==> src/rtl/padded_frame_loader_pkg.sv <==
// Shared types and frame geometry for the padded frame loader.
// Localparams describe the default 64x64 image; helpers recompute them for other sizes.
package padded_frame_loader_pkg;

    typedef enum logic [1:0] {
        ST_IDLE,
        ST_BORDER,
        ST_LOAD,
        ST_DONE
    } state_t;

    typedef enum logic [1:0] {
        PH_TOP,
        PH_BOTTOM,
        PH_SIDES
    } border_phase_t;

    localparam int DEF_IMG_W = 64;
    localparam int DEF_IMG_H = 64;

    function automatic int padded_dim(input int n);
        return n + 2;
    endfunction

    function automatic int border_cycles(input int img_w, input int img_h);
        return 2 * padded_dim(img_w) + 2 * img_h;
    endfunction

    function automatic int frame_pixels(input int img_w, input int img_h);
        return img_w * img_h;
    endfunction

    localparam int PW            = padded_dim(DEF_IMG_W);
    localparam int PH            = padded_dim(DEF_IMG_H);
    localparam int BORDER_CYCLES = border_cycles(DEF_IMG_W, DEF_IMG_H);
    localparam int FRAME_PIXELS  = frame_pixels(DEF_IMG_W, DEF_IMG_H);

endpackage

==> src/rtl/padded_frame_loader_if.sv <==
// Pixel stream handshake plus the row/col write port into the padded frame buffer.
// slave = the loader; master = stream source and buffer memory.
interface padded_frame_loader_if #(
    parameter int PIX_W = 8,
    parameter int AW    = 7
);
    logic             s_valid;
    logic             s_ready;
    logic [PIX_W-1:0] s_pixel;
    logic             s_last;

    logic             mem_we;
    logic [AW-1:0]    mem_row;
    logic [AW-1:0]    mem_col;
    logic [PIX_W-1:0] mem_wdata;

    modport master (
        output s_valid, s_pixel, s_last,
        input  s_ready, mem_we, mem_row, mem_col, mem_wdata
    );

    modport slave (
        input  s_valid, s_pixel, s_last,
        output s_ready, mem_we, mem_row, mem_col, mem_wdata
    );
endinterface

==> src/rtl/padded_frame_loader_border_addr_gen.sv <==
// Walks the one-pixel border of the padded frame: top row, bottom row, then (r,0),(r,PW-1)
// for each interior row. `last` flags the final border cell.
module border_addr_gen
    import padded_frame_loader_pkg::*;
#(
    parameter int IMG_W = 64,
    parameter int IMG_H = 64,
    parameter int AW    = 7
) (
    input  logic          clk,
    input  logic          rst_n,
    input  logic          clear,
    input  logic          advance,
    output logic [AW-1:0] row,
    output logic [AW-1:0] col,
    output logic          last
);
    localparam logic [AW-1:0] COL_END  = AW'(padded_dim(IMG_W) - 1);
    localparam logic [AW-1:0] ROW_BOT  = AW'(padded_dim(IMG_H) - 1);
    localparam logic [AW-1:0] ROW_SIDE = AW'(IMG_H);

    border_phase_t phase;

    assign last = (phase == PH_SIDES) && (row == ROW_SIDE) && (col == COL_END);

    always_ff @(posedge clk or negedge rst_n) begin
        if (!rst_n) begin
            phase <= PH_TOP;
            row   <= '0;
            col   <= '0;
        end else if (clear) begin
            phase <= PH_TOP;
            row   <= '0;
            col   <= '0;
        end else if (advance) begin
            unique case (phase)
                PH_TOP: begin
                    if (col == COL_END) begin
                        col   <= '0;
                        row   <= ROW_BOT;
                        phase <= PH_BOTTOM;
                    end else begin
                        col <= col + AW'(1);
                    end
                end
                PH_BOTTOM: begin
                    if (col == COL_END) begin
                        col   <= '0;
                        row   <= AW'(1);
                        phase <= PH_SIDES;
                    end else begin
                        col <= col + AW'(1);
                    end
                end
                PH_SIDES: begin
                    // Left edge then right edge of each interior row.
                    if (col == '0) begin
                        col <= COL_END;
                    end else begin
                        col <= '0;
                        row <= row + AW'(1);
                    end
                end
                default: phase <= PH_TOP;
            endcase
        end
    end
endmodule

==> src/rtl/padded_frame_loader.sv <==
// Clears the border of a zero-padded frame buffer, then writes a raster pixel stream
// into its interior and pulses frame_done when the buffer is ready for window reads.
module padded_frame_loader
    import padded_frame_loader_pkg::*;
#(
    parameter int IMG_W = 64,
    parameter int IMG_H = 64,
    parameter int PIX_W = 8,
    parameter int AW    = 7
) (
    input  logic                  clk,
    input  logic                  rst_n,
    input  logic                  start,
    padded_frame_loader_if.slave  bus,
    output logic                  busy,
    output logic                  frame_done,
    output logic                  err_last
);
    localparam logic [AW-1:0] ROW_LAST = AW'(IMG_H - 1);
    localparam logic [AW-1:0] COL_LAST = AW'(IMG_W - 1);

    state_t        state;
    logic [AW-1:0] pix_r;
    logic [AW-1:0] pix_c;
    logic [AW-1:0] b_row;
    logic [AW-1:0] b_col;
    logic          b_last;
    logic          pix_final;
    logic          accept;

    assign pix_final = (pix_r == ROW_LAST) && (pix_c == COL_LAST);
    assign accept    = bus.s_valid && bus.s_ready;

    border_addr_gen #(
        .IMG_W (IMG_W),
        .IMG_H (IMG_H),
        .AW    (AW)
    ) u_border (
        .clk     (clk),
        .rst_n   (rst_n),
        .clear   (state == ST_IDLE),
        .advance (state == ST_BORDER),
        .row     (b_row),
        .col     (b_col),
        .last    (b_last)
    );

    always_ff @(posedge clk or negedge rst_n) begin
        if (!rst_n) begin
            state         <= ST_IDLE;
            pix_r         <= '0;
            pix_c         <= '0;
            busy          <= 1'b0;
            frame_done    <= 1'b0;
            err_last      <= 1'b0;
            bus.s_ready   <= 1'b0;
            bus.mem_we    <= 1'b0;
            bus.mem_row   <= '0;
            bus.mem_col   <= '0;
            bus.mem_wdata <= '0;
        end else begin
            frame_done <= 1'b0;
            bus.mem_we <= 1'b0;
            unique case (state)
                ST_IDLE: begin
                    if (start) begin
                        state    <= ST_BORDER;
                        busy     <= 1'b1;
                        err_last <= 1'b0;
                        pix_r    <= '0;
                        pix_c    <= '0;
                    end
                end
                ST_BORDER: begin
                    bus.mem_we    <= 1'b1;
                    bus.mem_row   <= b_row;
                    bus.mem_col   <= b_col;
                    bus.mem_wdata <= '0;
                    if (b_last) begin
                        state       <= ST_LOAD;
                        bus.s_ready <= 1'b1;
                    end
                end
                ST_LOAD: begin
                    if (accept) begin
                        bus.mem_we    <= 1'b1;
                        bus.mem_row   <= pix_r + AW'(1);
                        bus.mem_col   <= pix_c + AW'(1);
                        bus.mem_wdata <= bus.s_pixel;
                        // Either an s_last or the final raster index ends the frame;
                        // disagreement between the two is a framing error.
                        if (bus.s_last || pix_final) begin
                            bus.s_ready <= 1'b0;
                            err_last    <= bus.s_last != pix_final;
                            state       <= ST_DONE;
                        end else if (pix_c == COL_LAST) begin
                            pix_c <= '0;
                            pix_r <= pix_r + AW'(1);
                        end else begin
                            pix_c <= pix_c + AW'(1);
                        end
                    end
                end
                ST_DONE: begin
                    frame_done <= 1'b1;
                    busy       <= 1'b0;
                    state      <= ST_IDLE;
                end
                default: state <= ST_IDLE;
            endcase
        end
    end
endmodule

==> src/flat_wrapper.sv <==
// flat-port wrapper written by rule: the top's interface ports become plain ports
module padded_frame_loader_flat import padded_frame_loader_pkg::*;
#(
    parameter int IMG_W = 64,
    parameter int IMG_H = 64,
    parameter int PIX_W = 8,
    parameter int AW    = 7
)
  (clk, rst_n, start, busy, frame_done, err_last, bus_s_valid, bus_s_pixel, bus_s_last, bus_s_ready, bus_mem_we, bus_mem_row, bus_mem_col, bus_mem_wdata);
  padded_frame_loader_if #(.PIX_W(PIX_W), .AW(AW)) bus_i ();
  input  logic clk;
  input  logic rst_n;
  input  logic start;
  output logic busy;
  output logic frame_done;
  output logic err_last;
  input wire logic [$bits(bus_i.s_valid)-1:0] bus_s_valid;
  input wire logic [$bits(bus_i.s_pixel)-1:0] bus_s_pixel;
  input wire logic [$bits(bus_i.s_last)-1:0] bus_s_last;
  output wire logic [$bits(bus_i.s_ready)-1:0] bus_s_ready;
  output wire logic [$bits(bus_i.mem_we)-1:0] bus_mem_we;
  output wire logic [$bits(bus_i.mem_row)-1:0] bus_mem_row;
  output wire logic [$bits(bus_i.mem_col)-1:0] bus_mem_col;
  output wire logic [$bits(bus_i.mem_wdata)-1:0] bus_mem_wdata;
  assign bus_i.s_valid = bus_s_valid;
  assign bus_i.s_pixel = bus_s_pixel;
  assign bus_i.s_last = bus_s_last;
  assign bus_s_ready = bus_i.s_ready;
  assign bus_mem_we = bus_i.mem_we;
  assign bus_mem_row = bus_i.mem_row;
  assign bus_mem_col = bus_i.mem_col;
  assign bus_mem_wdata = bus_i.mem_wdata;
  padded_frame_loader #(.IMG_W(IMG_W), .IMG_H(IMG_H), .PIX_W(PIX_W), .AW(AW)) u_core (.clk(clk), .rst_n(rst_n), .start(start), .bus(bus_i), .busy(busy), .frame_done(frame_done), .err_last(err_last));
endmodule
==> config.mk <==
export PLATFORM = sky130hd
export DESIGN_NAME = padded_frame_loader_flat
export DESIGN_NICKNAME = d
export VERILOG_FILES = /design/src/rtl/padded_frame_loader_pkg.sv /design/src/rtl/padded_frame_loader_if.sv /design/src/rtl/padded_frame_loader_border_addr_gen.sv /design/src/rtl/padded_frame_loader.sv /design/src/flat_wrapper.sv
export SDC_FILE = /design/constraint.sdc
export NUM_CORES = 1
export LEC_CHECK = 0
export ABC_CLOCK_PERIOD_IN_PS = 3700
export CAP_MARGIN = 5
export CORE_ASPECT_RATIO = 2
export CORE_UTILIZATION = 45
export DETAILED_ROUTE_END_ITERATION = 8
export MAX_ROUTING_LAYER = met4
export PLACE_DENSITY_LB_ADDON = 0.15
export SLEW_MARGIN = 20
export SYNTH_ARGS = -nofsm -noshare
export SYNTH_HDL_FRONTEND = slang
export SYNTH_SLANG_ARGS = --single-unit
export TNS_END_PERCENT = 10
==> constraint.sdc <==
create_clock -name clk -period 3.7 [get_ports clk]
set_clock_uncertainty 0.15 [all_clocks]
set_input_delay 0.555 -clock clk [delete_from_list [all_inputs] [get_ports clk]]
set_output_delay 0.555 -clock clk [all_outputs]
set_load 0.05 [all_outputs]
# == Word-level counts from Yosys, hierarchy flattened ==
# Index checks and enable logic that the tools add are counted.
# totals
elab_cells,112
regBits,59
output_inout_bits,27
mem_bits_ro,0
input_bits,13
latch_bits,0
memories,0
mem_bits_rw,0
# op_classes
div,0
eq_ne,20
mux,49
n_addsub,4
magnitude_cmp,0
bitwise_logic,0
shifts,0
n_reduce_logical,25
multipliers,0
# ops
cell,n
7-bit 2-to-1 mux,18
7-bit case mux with 2 select lines,5
"7-bit by 1-bit adder with 7-bit output, second input constant",4
7-bit case mux with 3 select lines,1
4-bit AND reduction,5
2-bit 2-to-1 mux,8
8-bit case mux with 2 select lines,1
"7-bit by 6-bit equality test with 1-bit output, second input constant",2
"7-bit equality test, second input constant",2
5-bit AND reduction,2
1-bit 2-to-1 mux,9
"3-bit inequality test, second input constant",3
8-bit 2-to-1 mux,1
"2-bit by 1-bit inequality test with 1-bit output, second input constant",4
1-bit case mux with 2 select lines,4
2-bit case mux with 4 select lines,1
2-bit nonzero test,4
7-bit logical NOT,1
"2-bit equality test, second input constant",3
"2-bit inequality test, second input constant",3
2-bit case mux with 3 select lines,1
2-bit AND reduction,3
"2-bit by 1-bit equality test with 1-bit output, second input constant",2
1-bit logical AND,4
other kinds (6),7

# == Logic depth before layout (Yosys ltp) ==
# depth
word_depth,6
mapped_depth,11
mapped_depth_nobuf,10

# == By module ==
# From an unflattened synthesis, not the netlist that was laid out.
# unflattened
cells_unflattened,383
hier_area_um2,3450.8
# modules_own_cells
mod,instances,area_each_um2,cells_per_inst,seq_area_each_um2
padded_frame_loader,1,2280.9,249,1076.0
border_addr_gen,1,1169.9,134,400.4

# == Worst setup path after synthesis ==
# Ideal clock, no wire load.
# synth_timing
path_type,reg-to-reg
start,register u_core.pix_c[0]
end,register u_core.pix_r[4]
path_stages_with_launch,11
path_buffers,1
arrival_ps,2105
period_less_slack_ps,2391
slack_ps,1309
setup_time_ps,135
t_required_ps,3415
cell_sequence,dfrtp_1 ha_1 nand4_1 nor3_1 nand3b_1 ha_1 nand3_1 a211o_1 nand2b_1 clkbuf_1 o21ai_0
# synth_via
elab_chain_len,5
# synth_rtl
element,line_no,rtl
from (decl),padded_frame_loader.sv:24,logic [AW-1:0] pix_c;
from (signal assigned),padded_frame_loader.sv:100,pix_c <= pix_c + AW'(1);
7-bit by 6-bit equality test with 1-bit output (*),"padded_frame_loader.sv:31, padded_frame_loader.sv:96",
1-bit logical AND,padded_frame_loader.sv:31,assign pix_final = (pix_r == ROW_LAST) && (pix_c == COL_LAST);
1-bit logical OR,padded_frame_loader.sv:92,if (bus.s_last || pix_final) begin
2-bit inequality test (no line),n/a,
5-bit AND reduction (no line) (*),n/a,
to (signal assigned),padded_frame_loader.sv:98,pix_r <= pix_r + AW'(1);
to (decl),padded_frame_loader.sv:23,logic [AW-1:0] pix_r;
# Mark *: on every way between the ends. The rest lies on a longest branch, timed or not.
# A chain may end at the register's enable or synchronous reset.

# == Final worst setup path ==
# layout_timing
start,register u_core.pix_c[0]
end,register u_core.pix_r[1]
# The elaborated chain is that of the path after synthesis.

==> impl_results.md <==
* Final HPWL from detailed placement at just over 5000 um
* Mapped Avg Cell Area at about 9.8 sq um
* Post-detailed-route wirelength per cell at ~16 um
* Final-report setup violation count at 0
* Post-synth cell types at 54
* Post-CTS clock slew at the launch and capture registers of the worst setup and hold paths at about 0.050 ns
* Aggregate global routing overflow at 0
* Number of CTS-inserted buffers at 9
* Clock Tree Root: sky130_fd_sc_hd__clkbuf_16
* Most used cell, CP: sky130_fd_sc_hd__ha_1
* Most congested layer reported by global routing: met2
* Final Hold Viols at 0
* Leading register cell type out of synthesis: sky130_fd_sc_hd__dfrtp_1
* CP max-delay cell: sky130_fd_sc_hd__a211o_1
* Type of origin of the critical path: register
* Number of gates on the worst path with buffers counted at 9
* Pin slew with the least headroom to its limit at about 0.76 ns
* Instance count of the mapped netlist at between 300 and 400
* Final standard cell utilization of the core at between 50% and 60%
* Post-CTS setup repair buffer count at 0
* Final standard cell area without fillers at about 0.0040 sq mm
* H-Tree Level Count at 3
* Final critical path time including I/O delays and setup at between 2 and 3 ns
* DR iter-0 viols at 89
* Critical-path maximum fanout at 17
* Leading post-synthesis cells by cell area: sky130_fd_sc_hd__dfrtp_1 47%, sky130_fd_sc_hd__ha_1 6.4%, sky130_fd_sc_hd__nand2_1 4.9%
* Critical path arrival at approximately 3 ns
* Post-detailed-route count of antenna-violating nets at 0
* Launch point of the worst reg-to-reg path: u_core.pix_c[0]
* Inst Count DP at about 440
* Total Power at between 1.5 and 2 mW
* Global Route met3 Usage at 5.17%
* PD cells at 414 mW/mm^2
* List of cells traversed by the critical path: ha_1 -> nand4_1 -> nor3_1 -> nand3b_1 -> ha_1 -> nand3_1 -> a211o_1 -> nand2b_1 -> o21ai_0
* Total number of vias at between 2000 and 3000
* Kind of path behind the tightest hold check: input pin to async pin
* Most frequent cell after synthesis: sky130_fd_sc_hd__dfrtp_1
* Req. time, crit path at 3.74 ns
* Starting utilization of the core area at between 40% and 50%
* Proportion of layout cells with a drive suffix above 1 at roughly 9.0%
* Commonest cells in the netlist: 59 x sky130_fd_sc_hd__dfrtp_1, 41 x sky130_fd_sc_hd__nand2_1, 28 x sky130_fd_sc_hd__nor2_1
* Met2 Use GR at between 30% and 40%
* Post-detailed-placement cell area at around 0.0036 sq mm
* Gates resized, CTS repair at 0
* Clock Path Buffers at 2
* Number of antenna diodes at 0
* Largest stage delay on the critical path at between 0.4 and 0.5 ns
* Wire length of the first global-routing pass at approximately 11000 um
* Final #Nets at roughly 390
* Reported leakage power at 1.74 nW
* Input/output buffers at 39
* Syn Nets at 350
* Clock tree from TritonCTS: yes
* Number of enable-type register cells in the synthesized netlist at 0
* Peak VDD IR at 211 uV
* Count of pins on the block boundary at 40
* Achievable frequency at 342 MHz
* Area leader, netlist: sky130_fd_sc_hd__dfrtp_1
* Async set-or-reset flop fraction in the synthesized netlist at 100%
* Syn. warnings at 0
* Detailed-routing iteration count for the pre-antenna-repair pass at 5
* Setup crit start: u_core.pix_c[0]
* Number of global-route vias before repair at between 2000 and 2500
* Number of antenna violations at the first check in global routing at 0
* Drt via density at around 5.5
* Max-cap violation count at 0
* DRT Wirelength at slightly above 7000 um
* Critical path type: register to register
* Total global routing track utilization at between 20% and 30%
* Seq cells post-synth at ~60
* Height of the die at 120 um
* Sink count of the clock tree at 59
* Pins Over Slew Limit at 0
* Die extent in x at between 60 and 70 um
* Category of the worst setup path capture point: register
* Setup repair after global routing missed its margin: no
* Non-filler instance count after layout at 455
* Total negative slack for setup checks at 0 ns
* Die Area at approximately 0.0073 sq mm
* Global Route met1 Usage at 24.6%
* CP top delay family: simple AND/OR/NAND/NOR gates
* Top-area cell type share of the netlist area at a little under half
* Hold buffer count at CTS at 0
* Fraction of the yosys area taken by sequential cells at about 47%
* Worst Reg-to-Reg Cells at 9
* Largest net degree at the start of global routing at 47
* Final worst path period share at 79.1%
* Core footprint at between 0.006 and 0.007 sq mm
* Final weighted congestion in routability-driven placement at approximately 0.78
* DRC viols at 0
* Max-slew headroom at between 40 and 50%
* Buffering stage count on the worst path with inverters included at 0
* Rows at 42
* Number of fill cells in the layout at ~610
* Status: complete, no violations
* Mapped Area at 0.00314 sq mm
* Synthesis-to-finish area growth at 26.0%
* Source-to-sink clock delay at the later pin of the worst-skew pair at 0.33 ns
-- where the power goes --
group | leakage, nW | internal, mW | switching [mW]
sequential | 0.748 | 0.646 | 0
clock | 0.169 | 0.673 | 0.290
combinational | 0.823 | 0.0123 | 0.0156
total | 1.74 | 1.33 | 0.305
-- cells in the final DEF, fill, tap and decap left out, types with 4 or more instances in the layout --
cell                              synthesis  layout
sky130_fd_sc_hd__nand2b_1                 5       5
sky130_fd_sc_hd__inv_1                   15      15
sky130_fd_sc_hd__a21o_1                   4       4
sky130_fd_sc_hd__nand2_1                 41      41
sky130_fd_sc_hd__a22o_1                   8       8
sky130_fd_sc_hd__a21oi_1                  9       9
sky130_fd_sc_hd__xnor2_1                  6       6
sky130_fd_sc_hd__o31ai_1                  8       8
sky130_fd_sc_hd__clkbuf_16                0       9
sky130_fd_sc_hd__mux2i_1                  7       7
sky130_fd_sc_hd__nor2_1                  28      27
sky130_fd_sc_hd__dfrtp_1                 59      59
sky130_fd_sc_hd__nand4_1                  4       4
sky130_fd_sc_hd__o21ai_0                 26      26
sky130_fd_sc_hd__clkdlybuf4s50_1          0      38
sky130_fd_sc_hd__xor2_1                   7       7
sky130_fd_sc_hd__buf_4                    1       4
sky130_fd_sc_hd__nor2b_1                  6       6
sky130_fd_sc_hd__ha_1                    16      16
sky130_fd_sc_hd__nand3_1                 11      11
-- area by class of cell --
class	instances	area, sq um	share of cell area, %
inverter	16	60.1	1.52
timing repair buffer	42	410	10.4
tap	88	110	2.79
multi-input combinational	234	1550	39.2
clock inverter	5	100	2.53
sequential	59	1480	37.4
clock buffer	11	243	6.15
-- per-layer routing --
layer  vias up  wire [um]
li1       1222          -
met1      1236       2930
met2        54       3810
met3        13        187
met4         0        153
met5         -          0
-- worst paths after layout --
kind,end,slack (ns)
setup / recovery,u_core.pix_r[1],0.77
hold / removal,u_core.bus.mem_row[0],0.09
setup reg to reg,u_core.pix_r[1],0.77
hold reg to reg,u_core.bus.mem_col[6],0.32
max in group asynchronous,u_core.bus.mem_col[4],2.69
min in group clk,u_core.bus.mem_col[6],0.32
-- sequential cells by signal (all words and copies together) (netlist names) --
name and cells:
u_core.frame_done 1, u_core.u_border.col 7, u_core.busy 1, u_core.err_last 1, u_core.pix_r 7, u_core.bus.s_ready 1, u_core.state 2, u_core.u_border.row 7
u_core.pix_c 7, u_core.bus.mem_row 7, u_core.bus.mem_col 7, u_core.bus.mem_we 1, u_core.u_border.phase 2, u_core.bus.mem_wdata 8
-- worst register-to-register path: cells and delay by family, from the launching register on --
family	cells	cell delay [ns]
adders and majority gates	2	0.51
DFF	1	0.41
AOI/OAI and AO/OA	2	0.60
and+or+nand+nor	5	1.12
-- kinds of logic (layout without fill, tap and decap cells) --
group           after synthesis  in the layout  synth area share, %
simple gates                115            115                 18.1
compound gates               80             80                 17.8
flops                        59             59                 47.1
buf+inv                      28             74                 3.71
fa+ha+maj                    16             16                 6.38
xor+xnor                     13             13                 3.63
mux                          10             10                 3.31
-- metrics by stage --
stage	setup slack, ns	hold WS (ns)
floorplan	1.31	0.109
global placement	0.753	0.309
detailed placement	0.696	0.315
CTS	0.680	0.300
global route	0.495	0.129
finish	0.773	0.0894
No activity file was read; power rests on OpenSTA's default activity.
